$ cat src/rtl/ifmap_pkg.sv
// Shared definitions for the IFMap row tagger: default geometry, tag bit positions
// and the frame sequencer states.
package ifmap_pkg;

    localparam int IFMAP_WIDTH_DEF = 18;
    localparam int BUF_DEPTH_DEF   = 16;
    localparam int LEN_WIDTH_DEF   = 8;
    localparam int ROWS_WIDTH_DEF  = 8;

    localparam int SOR_BIT     = IFMAP_WIDTH_DEF - 1;
    localparam int EOR_BIT     = IFMAP_WIDTH_DEF - 2;
    localparam int PIXEL_WIDTH = IFMAP_WIDTH_DEF - 2;

    typedef enum logic [1:0] {
        IDLE   = 2'd0,
        STREAM = 2'd1,
        FIN    = 2'd2
    } state_t;

    // Tag positions for a non-default word width.
    function automatic int sor_bit(input int w);
        return w - 1;
    endfunction

    function automatic int eor_bit(input int w);
        return w - 2;
    endfunction

endpackage

$ cat src/rtl/credit_counter.sv
// Credit tracker for a downstream buffer without a full flag: one credit spent per
// write, one returned per read, saturating at the buffer depth.
module credit_counter #(
    parameter int DEPTH = 16,
    localparam int CW   = $clog2(DEPTH + 1)
) (
    input  logic          clk,
    input  logic          rst,
    input  logic          consume,
    input  logic          ret,
    output logic [CW-1:0] count,
    output logic          zero
);

    localparam logic [CW-1:0] FULL = CW'(DEPTH);

    logic [CW-1:0] count_reg;
    logic [CW-1:0] count_next;

    always_comb begin
        count_next = count_reg;
        if (consume && !ret) begin
            count_next = count_reg - CW'(1);
        end else if (ret && !consume && (count_reg != FULL)) begin
            count_next = count_reg + CW'(1);
        end
    end

    always_ff @(posedge clk or negedge rst) begin
        if (!rst) begin
            count_reg <= FULL;
        end else begin
            count_reg <= count_next;
        end
    end

    assign count = count_reg;
    assign zero  = (count_reg == '0);

    // A return with the buffer already empty means the two sides disagree.
    always @(posedge clk) begin
        if (rst && ret && !consume) begin
            assert (count_reg != FULL);
        end
        if (rst && consume) begin
            assert (count_reg != '0);
        end
    end

endmodule

$ cat src/rtl/ifmap_row_tagger.sv
// Feeds the PE IFMap buffer: accepts a pixel stream, marks first/last pixel of each
// row and writes one tagged word per accepted pixel, throttled by buffer credits.
module ifmap_row_tagger
    import ifmap_pkg::*;
#(
    parameter int IFMAP_WIDTH = IFMAP_WIDTH_DEF,
    parameter int BUF_DEPTH   = BUF_DEPTH_DEF,
    parameter int LEN_WIDTH   = LEN_WIDTH_DEF,
    parameter int ROWS_WIDTH  = ROWS_WIDTH_DEF
) (
    input  logic                   clk,
    input  logic                   rst,
    input  logic                   start,
    input  logic [LEN_WIDTH-1:0]   row_len,
    input  logic [ROWS_WIDTH-1:0]  num_rows,
    input  logic                   s_valid,
    input  logic [IFMAP_WIDTH-3:0] s_data,
    output logic                   s_ready,
    output logic [IFMAP_WIDTH-1:0] ifmap_out,
    output logic                   ifmap_wen,
    input  logic                   ifmap_pop,
    output logic                   busy,
    output logic                   done
);

    localparam int SOR = sor_bit(IFMAP_WIDTH);
    localparam int EOR = eor_bit(IFMAP_WIDTH);
    localparam int PW  = IFMAP_WIDTH - 2;
    localparam int CW  = $clog2(BUF_DEPTH + 1);

    state_t state_reg;
    state_t state_next;

    logic [LEN_WIDTH-1:0]   len_reg;
    logic [LEN_WIDTH-1:0]   col_reg;
    logic [ROWS_WIDTH-1:0]  rows_reg;
    logic [ROWS_WIDTH-1:0]  row_reg;
    logic [IFMAP_WIDTH-1:0] out_reg;
    logic                   wen_reg;
    logic                   done_reg;

    logic [CW-1:0] credit_count;
    logic          credit_zero;
    logic          accept;
    logic          start_ok;
    logic          last_col;
    logic          last_row;

    assign accept   = s_valid && s_ready;
    assign start_ok = (state_reg == IDLE) && start;
    assign last_col = (col_reg == len_reg - LEN_WIDTH'(1));
    assign last_row = (row_reg == rows_reg - ROWS_WIDTH'(1));

    credit_counter #(
        .DEPTH (BUF_DEPTH)
    ) u_credits (
        .clk     (clk),
        .rst     (rst),
        .consume (accept),
        .ret     (ifmap_pop),
        .count   (credit_count),
        .zero    (credit_zero)
    );

    always_ff @(posedge clk or negedge rst) begin
        if (!rst) begin
            state_reg <= IDLE;
        end else begin
            state_reg <= state_next;
        end
    end

    always_comb begin
        state_next = state_reg;
        case (state_reg)
            IDLE: begin
                if (start) begin
                    // An empty frame skips streaming but still reports completion.
                    state_next = ((row_len == '0) || (num_rows == '0)) ? FIN : STREAM;
                end
            end
            STREAM: begin
                if (accept && last_col && last_row) begin
                    state_next = FIN;
                end
            end
            FIN:     state_next = IDLE;
            default: state_next = IDLE;
        endcase
    end

    always_comb begin
        s_ready = (state_reg == STREAM) && !credit_zero;
        busy    = (state_reg == STREAM) || (state_reg == FIN);
    end

    always_ff @(posedge clk or negedge rst) begin
        if (!rst) begin
            len_reg  <= '0;
            rows_reg <= '0;
            col_reg  <= '0;
            row_reg  <= '0;
            out_reg  <= '0;
            wen_reg  <= 1'b0;
            done_reg <= 1'b0;
        end else begin
            wen_reg  <= accept;
            // Lags FIN by one so done lands after the final write strobe.
            done_reg <= (state_reg == FIN);
            if (start_ok) begin
                len_reg  <= row_len;
                rows_reg <= num_rows;
                col_reg  <= '0;
                row_reg  <= '0;
            end else if (accept) begin
                out_reg[SOR]    <= (col_reg == '0);
                out_reg[EOR]    <= last_col;
                out_reg[PW-1:0] <= s_data;
                if (last_col) begin
                    col_reg <= '0;
                    row_reg <= row_reg + ROWS_WIDTH'(1);
                end else begin
                    col_reg <= col_reg + LEN_WIDTH'(1);
                end
            end
        end
    end

    assign ifmap_out = out_reg;
    assign ifmap_wen = wen_reg;
    assign done      = done_reg;

    always @(posedge clk) begin
        if (rst && accept) begin
            assert (credit_count != '0);
        end
    end

endmodule

$ cat config.mk
export PLATFORM = sky130hd
export DESIGN_NAME = ifmap_row_tagger
export DESIGN_NICKNAME = d
export VERILOG_FILES = /design/src/rtl/ifmap_pkg.sv /design/src/rtl/credit_counter.sv /design/src/rtl/ifmap_row_tagger.sv
export SDC_FILE = /design/constraint.sdc
export NUM_CORES = 1
export LEC_CHECK = 0
export ABC_AREA = 1
export CAP_MARGIN = 20
export CORE_ASPECT_RATIO = 1.75
export CORE_UTILIZATION = 53
export CTS_CLUSTER_DIAMETER = 150
export CTS_CLUSTER_SIZE = 24
export DETAILED_ROUTE_END_ITERATION = 12
export GPL_ROUTABILITY_DRIVEN = 0
export PLACE_DENSITY = 0.78
export SETUP_SLACK_MARGIN = 0.4
export SLEW_MARGIN = 25
export SYNTH_ARGS = -nofsm -noshare
export SYNTH_HDL_FRONTEND = slang
export SYNTH_SLANG_ARGS = --single-unit
$ cat constraint.sdc
create_clock -name clk -period 2.9 [get_ports clk]
set_input_delay 0.58 -clock clk [delete_from_list [all_inputs] [get_ports clk]]
set_output_delay 0.58 -clock clk [all_outputs]
set_load 0.02 [all_outputs]
### Word-level counts from Yosys, hierarchy flattened

Cells that the tools add are included.
W data, S select, Z words.

* logic and storage cells: 59
* bits in latches: 0
* memories kept: 0
* ROM bits: 0
* input port bits: 37
* register bits after elaboration: 59
* memory bits (writable): 0
* output and inout port bits: 22

* div/mod/pow operators: 0
* reduce and logical (&&, ||, !) cells: 24
* multiply operators: 0
* shifts and indexed selects: 0
* mux-type cells: 12
* order comparisons: 0
* $add $sub $neg: 6
* eq/ne operators: 7
* bitwise logic cells: 1

Operators by type and width (count)
* $mux W8: 6
* $logic_not A8 Y1: 3
* $add A8 B1 Y8 const B: 2
* $eq A8 B8 Y1: 2
* $sub A8 B1 Y8 const B: 2
* $mux W5: 2
* $logic_and A1 B1 Y1: 8
* $mux W2: 3
* $reduce_and A2 Y1: 3
* $reduce_bool A2 Y1: 3
* $add A5 B1 Y5 const B: 1
* $logic_not A5 Y1: 1
* $ne A5 B5 Y1 const B: 1
* $sub A5 B1 Y5 const B: 1
* $ne A2 B2 Y1 const B: 2
* $pmux W2 S2: 1
* $logic_not A1 Y1: 3
* $eq A2 B1 Y1 const B: 1
* $eq A2 B2 Y1 const B: 1
* $logic_not A2 Y1: 1
* $logic_or A1 B1 Y1: 2
* $not A1 Y1: 1

### Longest topological paths before layout

* depth in word-level cells: 9
* mapped depth: 15
* depth with buffers taken out: 15

### Modules after synthesis

From an unflattened synthesis, not the netlist that was laid out.

* cells, all modules: 451
* area, all modules: 3370.7 sq um

Modules (own cells, without submodules)
* ifmap_row_tagger: sequential area each 1351.3 sq um, area each 2974.1 sq um, cells an instance 393, times used 1
* credit_counter: sequential area each 126.4 sq um, area each 396.6 sq um, cells an instance 58, times used 1

### Worst setup path after synthesis

OpenSTA, ideal clock, no wires.

* path type: reg2reg
* start point: register state_reg[1]
* end point: register u_credits.count_reg[4] (netlist: u_credits.count[4])
* data required time: 2.825 ns
* library setup time: 0.075 ns
* arrival: 2.060 ns
* path buffers: 0
* period minus slack after synthesis: 2.135 ns
* path slack: 0.765 ns
* cell stages (with the launch flop): 11
* cell sequence: dfrtp_1 inv_1 ha_1 nand3_4 nor2_1 inv_1 fa_1 nor2_1 a211oi_1 o21ai_0 xor2_1

* word-level cells in the longest chain between the ends: 7
* elaborated cells on any way between the ends: 9
* classes of those cells: 1 x eq/ne; 1 x mux; 7 x reduce/logical

RTL lines
* start, declared: line ifmap_row_tagger.sv:31 `state_t state_reg;`
* start signal, assigned: line ifmap_row_tagger.sv:69 `state_reg <= state_next;`
* $eq A2 B1 Y1 (*): line ifmap_row_tagger.sv:93 `s_ready = (state_reg == STREAM) && !credit_zero;`
* $logic_and A1 B1 Y1 (*): line ifmap_row_tagger.sv:93
* $logic_and A1 B1 Y1 (*): line ifmap_row_tagger.sv:49 `assign accept = s_valid && s_ready;`
* $logic_not A1 Y1: line credit_counter.sv:24 `end else if (ret && !consume && (count_reg != FULL)) begin`
* $logic_and A1 B1 Y1 (2 in series): line credit_counter.sv:24
* $reduce_bool A2 Y1 (no source line)
* end signal, assigned: line credit_counter.sv:33 `count_reg <= count_next;`
* end, declared: line credit_counter.sv:17 `logic [CW-1:0] count_reg;`

Mark *: on every way between the ends. The rest lies on a longest branch, timed or not.
A chain may end at the register's enable or synchronous reset.

### Final worst setup path

Same ends and word-level chain as after synthesis.

==> summary.txt <==
Worst setup path
  • Crit path launch type: flip-flop
  • Kind of cell adding the most delay to the critical path: adder cells
  • Required time of the critical path: approximately 3.2 ns
  • Slowest cell on crit path: fa_1
  • Worst path cell trace: inv_1 > ha_1 > nand3_4 > nor2_4 > inv_1 > fa_1 > nor2_1 > a211oi_1 > o21ai_0 > xor2_1
  • Critical Path Most Common Cell: inv_1
  • Worst Path Max Fanout: 7
  • Reg-to-Reg Start: state_reg[1]
  • Critical path endpoint category: flip-flop
  • Buf+Inv Stages, Crit Path: 2
  • Worst EP arrival: 2.54 ns
  • Kind of critical path: flip-flop to flip-flop
  • CP max stage delay: between 0.4 and 0.5 ns
  • Crit. Startpoint: state_reg[1]

Clock network
  • TritonCTS clock tree: yes
  • H-tree depth: 3
  • Max Root-Sink Buffers: 2
  • Root Buffer: clkbuf_8
  • # hold bufs at CTS: 0
  • Postcts setup bufs: 0
  • CTS clk-pin slew, worst paths: 0.06 ns
  • Clk sink count: slightly below 60
  • Clk_lat worst skew: 0.34 ns
  • CTS Buf Count: 9

Finish
  • Reg area: between 1000 and 1500 sq um
  • Share of cells above drive strength 1: 0.137
  • Multi-input logic area: between 1500 and 2000 sq um
  • Area Overhead vs Synth: 25.8%
  • Number of flip-flops in the largest register: 18
  • Nets: approximately 510
  • Fillers: about 510
  • Fin cells: 540
  • Utilization after layout: 0.693
  • Diodes inserted: 0

Timing
  • Clock skew: just under 0.006 ns
  • Final hold violation count: 0
  • RSZ-0062 raised after global routing: no
  • Relative slew slack: 0.564
  • Slew @ Worst Pin: about 0.65 ns
  • Hold WS: approximately 0.23 ns
  • Fin. max-slew vios: 0
  • Max Clk Rate: around 0.44 GHz
  • Setup_tns: 0 ns
  • Setup Viol. Count Final: 0
  • Min Tclk post-route: ~2.3 ns
  • Fin crit share: 0.785

Logic synthesis
  • Synth Area per Inst: approximately 9 sq um
  • Synth top area cells: dfrtp_1 43%, nand2_1 11%, mux2_4 6.6%
  • Most common cell in the netlist: nand2_1
  • EDFF count, synth: 0
  • Commonest cells in the netlist: 98 x nand2_1, 58 x dfrtp_1, 46 x inv_1, 27 x nand3_1, 22 x nor2_1
  • Synth cell types: 37
  • Synth area leader: dfrtp_1
  • Cells after synthesis: 389
  • Sequential area share after synthesis: 0.434
  • Flops & latches, synth: 59
  • Synth top area share: 0.427
  • Synth Warn #: 0
  • Syn Nets: around 440
  • Post-synth ARST share: 1.00
  • Main synth FF type: dfrtp_1
  • Synth Cell Area: about 3400 sq um

Global route
  • Total track usage: 0.242
  • Vias in the first global route: just under 3000
  • First-pass GRT wire length: 12600 um
  • Largest net degree at the start of global routing: 24
  • Initial antenna violation count: 0
  • Gr ovfl total: 0

Placed design
  • IO Port Bufs: 58
  • Placed Cells: ~530
  • HPWL Detailed: between 5000 and 6000 um

Floorplanning
  • Num ports: 59
  • Chip width: roughly 63 um
  • Die height: around 110 um
  • Rows: 38
  • Die area: 6760 sq um
  • Core area: a little over 6000 sq um
  • Initial Util: 0.550

Detailed routing
  • DRC Markers: 0
  • Drt pass-1 iters: 4
  • WL final: 7340 um
  • DR iter-0 viols: between 100 and 150
  • WL/cell: 13.6 um
  • Routed vias: between 2000 and 3000
  • Post-DRT Antenna Nets: 0
  • Vias per cell: around 5.1

Hold path
  • Worst hold path type: input port to asynchronous set/reset pin

Pwr
  • Static Leakage: 2.06 nW
  • IR drop worst, VDD: approximately 0.7 mV
  • Power, Total: 4.29 mW
  • Power Density: between 1000 and 1500 nW/um^2

Run status
  • Status: finished clean

Run
  • Max-cap violations: 0
logic make-up after synthesis:
kind of cell,count (synthesis),synth area share
xor gates and xnor gates,24,0.0618
adders and majority gates,12,0.0463
DFF,59,0.434
muxes,16,0.0695
buffers and inverters,61,0.0717
and+or+nand+nor,174,0.239
AOI/OAI and AO/OA,43,0.0772
power breakdown:
| part | switching (mW) | leakage [nW] | internal (mW) |
|---|---|---|---|
| sequential | 0.252 | 0.742 | 1.14 |
| clock | 0.303 | 0.0992 | 0.473 |
| combinational | 1.18 | 1.22 | 0.943 |
repair_timing:
item	in CTS	in global routing
resized for setup	1	2
setup endpoints to repair	1	1
pin swaps	0	0
metrics by stage:
stage / area, sq um / setup slack, ns
global placement: 4080 / 0.276
finish: 4280 / 0.623
global route: 4280 / 0.404
detailed placement: 4080 / 0.137
CTS: 4270 / 0.439
floorplan: 3400 / 0.765
layout make-up:
cell class,count,share of cell area
timing repair buffer,63,0.143
tap,80,0.0234
sequential,59,0.345
inverter,55,0.0482
multi-input combinational,269,0.394
clock buffer,11,0.0307
clock inverter,3,0.0152
path summary, 6_finish.rpt:
check	endpoint	slack, ns	cells after the start
min in group clk	ifmap_out[16]	0.50	1
max in group asynchronous	row_reg[5]	1.98	2
max reg2reg	u_credits.count[4]	0.62	10
min reg2reg	ifmap_out[16]	0.50	1
max	u_credits.count[4]	0.62	10
min	len_reg[7]	0.23	1
worst reg2reg max path, cell delays in order (launching register included):
cell and delay (ns):
dfrtp_1 0.40, inv_1 0.08, ha_1 0.28, nand3_4 0.17, nor2_4 0.18, inv_1 0.10, fa_1 0.42, nor2_1 0.14
a211oi_1 0.07, o21ai_0 0.21, xor2_1 0.17
cells in the final DEF (no fill, tap or decap), drive strengths merged, types with 10 or more instances in the layout:
cell type,count
mux2,16
nor2,26
ha,11
dfrtp,58
nand2,104
clkbuf,11
o21ai,23
clkdlybuf4s50,56
nand3,31
o22ai,10
xor2,18
inv,55
metal layers:
metal | track usage | up-vias | wire length, um
li1 | - | 1389 | -
met1 | 0.246 | 1317 | 2890
met2 | 0.450 | 41 | 4040
met3 | 0.0464 | 20 | 180
met4 | 0.145 | 0 | 234
met5 | 0 | - | 0
No activity file was read; power rests on OpenSTA's default activity.
